### src/rtl/ddr_read_fifo.sv
// ddr_read_fifo
//   Captures 16-bit read beats from the DDR read datapath into a
//   first-word-fall-through FIFO. The FIFO tags the final beat of every
//   BURST_LEN burst. It also flags short bursts and overflow, and presents the
//   stored words to the system side with a valid/ready handshake.
//
// Parameters
//   DEPTH     FIFO entries (power of two, >= 4)
//   AW        pointer width, log2(DEPTH)
//   BURST_LEN beats per read burst
//
// Ports
//   clk, rst       clock; asynchronous active-low reset
//   data_in_rdy    beat-valid from the read datapath
//   data_in        read beat, sampled while data_in_rdy=1
//   sys_rd_valid   head word valid (fifo_count != 0)
//   sys_rd_data    head word
//   sys_rd_last    head word is the last beat of a burst
//   sys_rd_ready   system pops the head word
//   burst_done     one-cycle pulse after a full burst has been captured
//   short_burst    sticky: data_in_rdy dropped mid-burst
//   overflow       sticky: beat arrived on a full FIFO and was dropped
//   err_clr        synchronous clear of the sticky flags (set wins)
//   fifo_count     stored entries, 0..DEPTH
//   sys_rd_par     (DDR_RD_PARITY_EN only) even parity {hi byte, lo byte}
//
// Build option
//   DDR_RD_PARITY_EN  stores per-byte even parity with every entry
module ddr_read_fifo #(
  parameter int DEPTH     = 16,
  parameter int AW        = 4,
  parameter int BURST_LEN = 4
) (
  input  logic          clk,
  input  logic          rst,
  input  logic          data_in_rdy,
  input  logic [15:0]   data_in,
  output logic          sys_rd_valid,
  output logic [15:0]   sys_rd_data,
  output logic          sys_rd_last,
  input  logic          sys_rd_ready,
  output logic          burst_done,
  output logic          short_burst,
  output logic          overflow,
  input  logic          err_clr,
  output logic [AW:0]   fifo_count
`ifdef DDR_RD_PARITY_EN
  ,
  output logic [1:0]    sys_rd_par
`endif
);

  localparam int CW = (BURST_LEN > 1) ? $clog2(BURST_LEN) : 1;
  localparam logic [CW-1:0] LAST_BEAT = CW'(BURST_LEN - 1);
  localparam logic [AW:0]   FULL_CNT  = (AW+1)'(DEPTH);

  typedef struct packed {
`ifdef DDR_RD_PARITY_EN
    logic [1:0]  par;
`endif
    logic [15:0] data;
    logic        last;
  } entry_t;

  typedef enum logic [1:0] {IDLE, CAPTURE, DONE} state_t;

  entry_t         mem [DEPTH];
  entry_t         head;
  entry_t         wr_ent;
  logic [AW-1:0]  wr_ptr, rd_ptr;
  logic [CW-1:0]  beat_cnt;
  state_t         state;
  logic           full, pop, wr_en, last_tag;
  logic           short_set, ovf_set;

  assign full         = (fifo_count == FULL_CNT);
  assign sys_rd_valid = (fifo_count != '0);
  // Empty FIFO ignores ready, so a fresh write is never popped the same cycle.
  assign pop          = sys_rd_valid & sys_rd_ready;
  // On a full FIFO a beat is only stored if the head leaves in the same cycle.
  assign wr_en        = data_in_rdy & (~full | pop);
  // beat_cnt is zero in IDLE/DONE, so this also covers beat 0 of a new burst.
  assign last_tag     = (beat_cnt == LAST_BEAT);
  assign short_set    = (state == CAPTURE) & ~data_in_rdy;
  assign ovf_set      = data_in_rdy & full & ~pop;

  always_comb begin
    wr_ent      = '0;
    wr_ent.data = data_in;
    wr_ent.last = last_tag;
`ifdef DDR_RD_PARITY_EN
    wr_ent.par  = {^data_in[15:8], ^data_in[7:0]};
`endif
  end

  assign head        = mem[rd_ptr];
  assign sys_rd_data = head.data;
  assign sys_rd_last = sys_rd_valid & head.last;
`ifdef DDR_RD_PARITY_EN
  assign sys_rd_par  = sys_rd_valid ? head.par : 2'b00;
`endif

  // Storage is not reset; validity comes from fifo_count alone.
  always_ff @(posedge clk) begin
    if (wr_en) mem[wr_ptr] <= wr_ent;
  end

  always_ff @(posedge clk or negedge rst) begin
    if (!rst) begin
      wr_ptr     <= '0;
      rd_ptr     <= '0;
      fifo_count <= '0;
    end else begin
      if (wr_en) wr_ptr <= wr_ptr + AW'(1);
      if (pop)   rd_ptr <= rd_ptr + AW'(1);
      case ({wr_en, pop})
        2'b10:   fifo_count <= fifo_count + (AW+1)'(1);
        2'b01:   fifo_count <= fifo_count - (AW+1)'(1);
        default: fifo_count <= fifo_count;
      endcase
    end
  end

  // Burst framing runs independently of FIFO fullness, so dropped beats
  // still advance beat_cnt and framing stays aligned.
  always_ff @(posedge clk or negedge rst) begin
    if (!rst) begin
      state       <= IDLE;
      beat_cnt    <= '0;
      burst_done  <= 1'b0;
      short_burst <= 1'b0;
      overflow    <= 1'b0;
    end else begin
      burst_done <= 1'b0;
      case (state)
        IDLE, DONE: begin
          if (data_in_rdy) begin
            if (BURST_LEN == 1) begin
              state      <= DONE;
              burst_done <= 1'b1;
              beat_cnt   <= '0;
            end else begin
              state    <= CAPTURE;
              beat_cnt <= CW'(1);
            end
          end else begin
            state    <= IDLE;
            beat_cnt <= '0;
          end
        end
        CAPTURE: begin
          if (data_in_rdy) begin
            if (beat_cnt == LAST_BEAT) begin
              state      <= DONE;
              burst_done <= 1'b1;
              beat_cnt   <= '0;
            end else begin
              beat_cnt <= beat_cnt + CW'(1);
            end
          end else begin
            // Words already stored stay; no last tag is applied after the fact.
            state    <= IDLE;
            beat_cnt <= '0;
          end
        end
        default: begin
          state    <= IDLE;
          beat_cnt <= '0;
        end
      endcase

      if (short_set)    short_burst <= 1'b1;
      else if (err_clr) short_burst <= 1'b0;
      if (ovf_set)      overflow    <= 1'b1;
      else if (err_clr) overflow    <= 1'b0;
    end
  end

endmodule

### config.mk
export PLATFORM = sky130hd
export DESIGN_NAME = ddr_read_fifo
export DESIGN_NICKNAME = d
export VERILOG_FILES = /design/src/rtl/ddr_read_fifo.sv
export SDC_FILE = /design/constraint.sdc
export NUM_CORES = 1
export LEC_CHECK = 0
export ABC_AREA = 1
export CAP_MARGIN = 0
export CORE_UTILIZATION = 45
export CTS_CLUSTER_SIZE = 20
export DETAILED_ROUTE_END_ITERATION = 10
export PLACE_DENSITY = 0.7
export SLEW_MARGIN = 20
export SYNTH_ARGS = -nofsm -noshare
export SYNTH_HDL_FRONTEND = slang
export SYNTH_SLANG_ARGS = --single-unit
export TNS_END_PERCENT = 10
### constraint.sdc
create_clock -name clk -period 2.96 [get_ports clk]
set_clock_uncertainty 0.15 [all_clocks]
set_input_delay 0.296 -clock clk [delete_from_list [all_inputs] [get_ports clk]]
set_output_delay 0.296 -clock clk [all_outputs]
set_load 0.02 [all_outputs]
==> results by stage <==
GRT:
- Entering global routing, the biggest net connects 74 pins.
- The via count of the first global-routing pass was just over 7,000.
- The initial antenna violation count is 0.
- The overall overflow remaining after global route is 0.
- The overall track demand over capacity in global routing is ~21%.
- The first-pass GRT wire length is ~41,000 um.

Clocking:
- The tree is rooted in a sky130_fd_sc_hd__clkbuf_16.
- The TritonCTS clock tree is built.
- Clock-pin slew was measured on the worst setup and hold paths at 0.06 ns.
- The clock passes through at most 3 buffers.
- In this run the number of H-tree levels came out at 1.
- For this design, the sink count on the clock tree is about 300.
- The clock reaches the later pin of the worst-skew pair after ~0.55 ns.
- Hold repair after CTS inserted 0 buffers.
- TritonCTS created 30 clock buffers.

STA:
- The final number of hold-violating endpoints came to 0.
- The final max-slew violation count came to 0.
- Setup repair after global routing could not meet its margin everywhere.
- The maximum achievable frequency is 0.339 GHz.
- Subtracting the final worst setup slack from the clock period gives approximately 2.9 ns.
- The worst slew margin relative to its limit is between 40% and 50%.
- The tightest hold path in the finished design has a slack of approximately 0.049 ns.
- The final sum of negative setup slack is 0 ns.
- The smallest setup slack after layout is 0.0133 ns.
- The post-route fraction of the period consumed by the critical path is 99.5%.
- The transition time of the tightest slew-check pin is roughly 0.76 ns.
- The final setup violation count is 0.

Floorplanning:
- The area of the core is between 20,000 and 30,000 um2.
- For this design the top-level I/O count stands at 47.
- From bottom edge to top edge, the die measures approximately 160 um.
- Once the floorplan was initialized, standard cells occupied a little under half of the core.
- The row count is just under 60.
- The die span in x is 163 um.
- The die covers ~27,000 um2.

Synth:
- After technology mapping, the gate count stands at between 800 and 900.
- The flip-flop and latch count after synthesis is 292.
- The total number of yosys warnings is 0.
- For this run, asynchronously set or reset flops after synthesis account for around 6.8%.
- The number of enable flip-flop cells after synthesis is approximately 270.
- The total standard cell area after synthesis is 11,700 um2.
- In the synthesized netlist the dominant register cell turns out to be sky130_fd_sc_hd__edfxtp_1.
- The number of unique standard cell types used by synthesis is 34.
- The average instance in the mapped netlist occupies 13.5 um2.
- The number of nets handed over by synthesis was roughly 900.
- For this run, the register share of the synthesized area comes to between 70% and 80%.

Cells and area:
- In the final layout, the share of cells above drive strength 1 is 12.3%.
- With fillers left out, the area of the finished cells amounts to ~14,000 um2.
- 0 antenna diodes ended up in the layout.
- The utilization after layout is roughly 54%.
- In the final design database the tool counted around 960 nets.
- Once layout is complete, the cells apart from fillers number about 1,300.
- From synthesis to final layout, the design area changed by 17.8%.

Route:
- The iteration-0 DRC count of the detailed router is between 800 and 900.
- In this run the remaining antenna-violating nets after routing total 0.
- In the routed layout, each cell is associated on average with a via count of between 5 and 6.
- Detailed routing inserted a total of ~7,500 vias.
- The detail-routed net length per standard cell is 21.2 um.
- In the routed design, unresolved DRC markers number 0.
- The pre-antenna-repair detailed-routing pass consisted of 5 iterations.
- For this block, the routed nets add up to 27,200 um of wire.

Pwr:
- The internal portion of total power is between 8 and 9 mW.
- The share of power burned in combinational logic is 35.8%.
- The static power due to leakage is between 4 and 5 nW.
- The analysis attributes to net switching a power of around 5.0 mW.
- The total power consumption of the routed design is ~14 mW.
- Registers are responsible for 37.2% of the overall power.
- Of the total power, the share spent switching nets is around 36%.
- The share of total power dissipated in the clock network is 26.9%.
- Dividing total power by cell area gives a power density of 1010 nW/um2.
- IR analysis of the VDD net gives a maximum drop of around 0.67 mV.

Placed design:
- The count of placed standard cells including taps is 1,230.
- Summing all placed instances gives a cell area of 12,800 um2.
- Buffers placed on the I/O ports in this run total 46.
- The HPWL reported at the end of detailed placement is 14,300 um.
- The final weighted congestion in routability-driven placement is 0.769.
- OpenSTA, run right after detailed placement, puts the worst setup slack at roughly 0.33 ns.

Critical path:
- The sort of element at the end of the critical path is an output port.
- At the worst endpoint, the required time is about 2.5 ns.
- In this run the worst path has a maximum fanout of 73.
- For the worst flop-to-flop path, the logic depth is 8.
- STA classifies the critical path startpoint as a register.
- STA puts the critical path data arrival time at 2.50 ns.
- The startpoint of the worst-slack reg-to-reg timing path is fifo_count[4].
- The endpoint identified for the worst register-to-register timing path is mem[6][5].
- The worst setup path is of the reg -> out kind.
- The worst setup slack for register-to-register paths is around 0.83 ns.

Min path:
- The type of the worst min-delay path is in -> async.

Job:
- Max-cap violations in this run came to 0.

Status:
- The flow ran to the end, and the final reports show no timing, DRC or antenna violations.
-- cell usage after synthesis (2+ instances only) --
master                     number  area [um2]
sky130_fd_sc_hd__nand3_4        2        35.0
sky130_fd_sc_hd__buf_4          9        67.6
sky130_fd_sc_hd__o211ai_1      17         128
sky130_fd_sc_hd__inv_1         18        67.6
sky130_fd_sc_hd__nor2_2         2        12.5
sky130_fd_sc_hd__o21ai_1       14        70.1
sky130_fd_sc_hd__nand4_1        4        25.0
sky130_fd_sc_hd__dfrtp_1       20         500
sky130_fd_sc_hd__clkbuf_2       4        20.0
sky130_fd_sc_hd__o221ai_1      49         429
sky130_fd_sc_hd__edfxtp_1     272        8170
sky130_fd_sc_hd__nand2_1       48         180
sky130_fd_sc_hd__nor3_1         2        10.0
sky130_fd_sc_hd__ha_1           8         100
sky130_fd_sc_hd__nand3_1       23         115
sky130_fd_sc_hd__buf_1          2        7.51
sky130_fd_sc_hd__o22ai_1       21         131
sky130_fd_sc_hd__buf_6          6        67.6
sky130_fd_sc_hd__xor2_1         8        70.1
sky130_fd_sc_hd__o21ai_0      129         646
sky130_fd_sc_hd__buf_2         12        60.1
sky130_fd_sc_hd__inv_2          7        26.3
sky130_fd_sc_hd__clkbuf_1      21        78.8
sky130_fd_sc_hd__nor2_4         2        22.5
sky130_fd_sc_hd__nand2_2        2        12.5
sky130_fd_sc_hd__nor2_1       160         601
-- power groups by stage --
| stage | clock network, mW | registers (mW) | logic [mW] |
|---|---|---|---|
| 5_1_grt | 3.94 | 5.21 | 5.42 |
| 2_1_floorplan | 0 | 5.24 | 3.12 |
| 6_report | 3.74 | 5.17 | 4.98 |
| 3_5_place_dp | 0 | 5.25 | 4.99 |
| 4_1_cts | 3.78 | 5.17 | 4.91 |
| 3_3_place_gp | 0 | 5.24 | 4.92 |
-- final cells by class --
class	count	area [um2]
fillers	1991	11500
multi-input cells	497	2680
inverters	27	114
well taps	330	413
flip-flops and latches	292	8670
repair buffers	85	940
clock inverters	18	186
clock buffers	35	791
-- flip-flops by register name (all words and copies together), names as in the netlist, 2 cells and up --
register and cells:
mem 272, beat_cnt 2, wr_ptr 4, state 2, fifo_count 5, rd_ptr 4
-- cell families after synthesis --
logic type,count (synthesis),share of synthesized area (%)
adders and majority gates,8,0.854
AOI/OAI and AO/OA,233,12.2
buffers and inverters,81,3.46
and+or+nand+nor,248,8.94
DFF,292,74.0
xor gates and xnor gates,8,0.598
-- worst max-delay path, stage by stage (launching register included) --
cell and delay, ns:
sky130_fd_sc_hd__dfrtp_4 0.48, sky130_fd_sc_hd__buf_12 0.29, sky130_fd_sc_hd__o21ai_0 0.14, sky130_fd_sc_hd__o22ai_1 0.19, sky130_fd_sc_hd__nor2_1 0.06, sky130_fd_sc_hd__nor2_1 0.09
sky130_fd_sc_hd__o21ai_1 0.08, sky130_fd_sc_hd__a21boi_1 0.24, sky130_fd_sc_hd__dlygate4sd2_1 0.38
-- worst max path at each step --
stage | start | endpoint | slack (ns) | depth (start not counted)
detailed placement | rd_ptr[1] | sys_rd_data[11] | 0.33 | 7
finish | rd_ptr[0] | sys_rd_last | 0.01 | 8
CTS | rd_ptr[0] | sys_rd_data[12] | -0.20 | 7
floorplan | fifo_count[4] | mem[0][0] | 0.59 | 7
global placement | rd_ptr[0] | sys_rd_last | 0.31 | 8
global route | rd_ptr[0] | sys_rd_last | -0.11 | 8
-- cells in the final DEF (no fill, tap or decap), drive strengths merged, types with 26 or more instances in the layout --
cell type	synthesis	layout
buf	29	38
clkbuf	25	36
clkdlybuf4s50	0	29
edfxtp	272	272
inv	26	26
nand2	51	51
nand3	26	26
nor2	164	164
o21ai	143	143
o221ai	49	49
-- per-layer routing --
metal / part of all wire (%) / vias to the layer above / track usage, % / routed length, um
met2: 48 / 326 / 33.1 / 13000
met1: 42 / 3707 / 29.2 / 11400
met3: 8.0 / 46 / 2.29 / 2170
met4: 2.4 / 0 / 6.84 / 654
li1: - / 3387 / - / -
met5: 0 / - / 0 / 0
-- repair_timing --
item | CTS | global route
gates resized for setup | 14 | 11
endpoints found under the setup margin | 17 | 9
pin swaps | 0 | 0
hold endpoints to repair | 0 | 0
buffers inserted | 0 | 0
cloned | 0 | 1
Power figures use the tool's default switching activity.
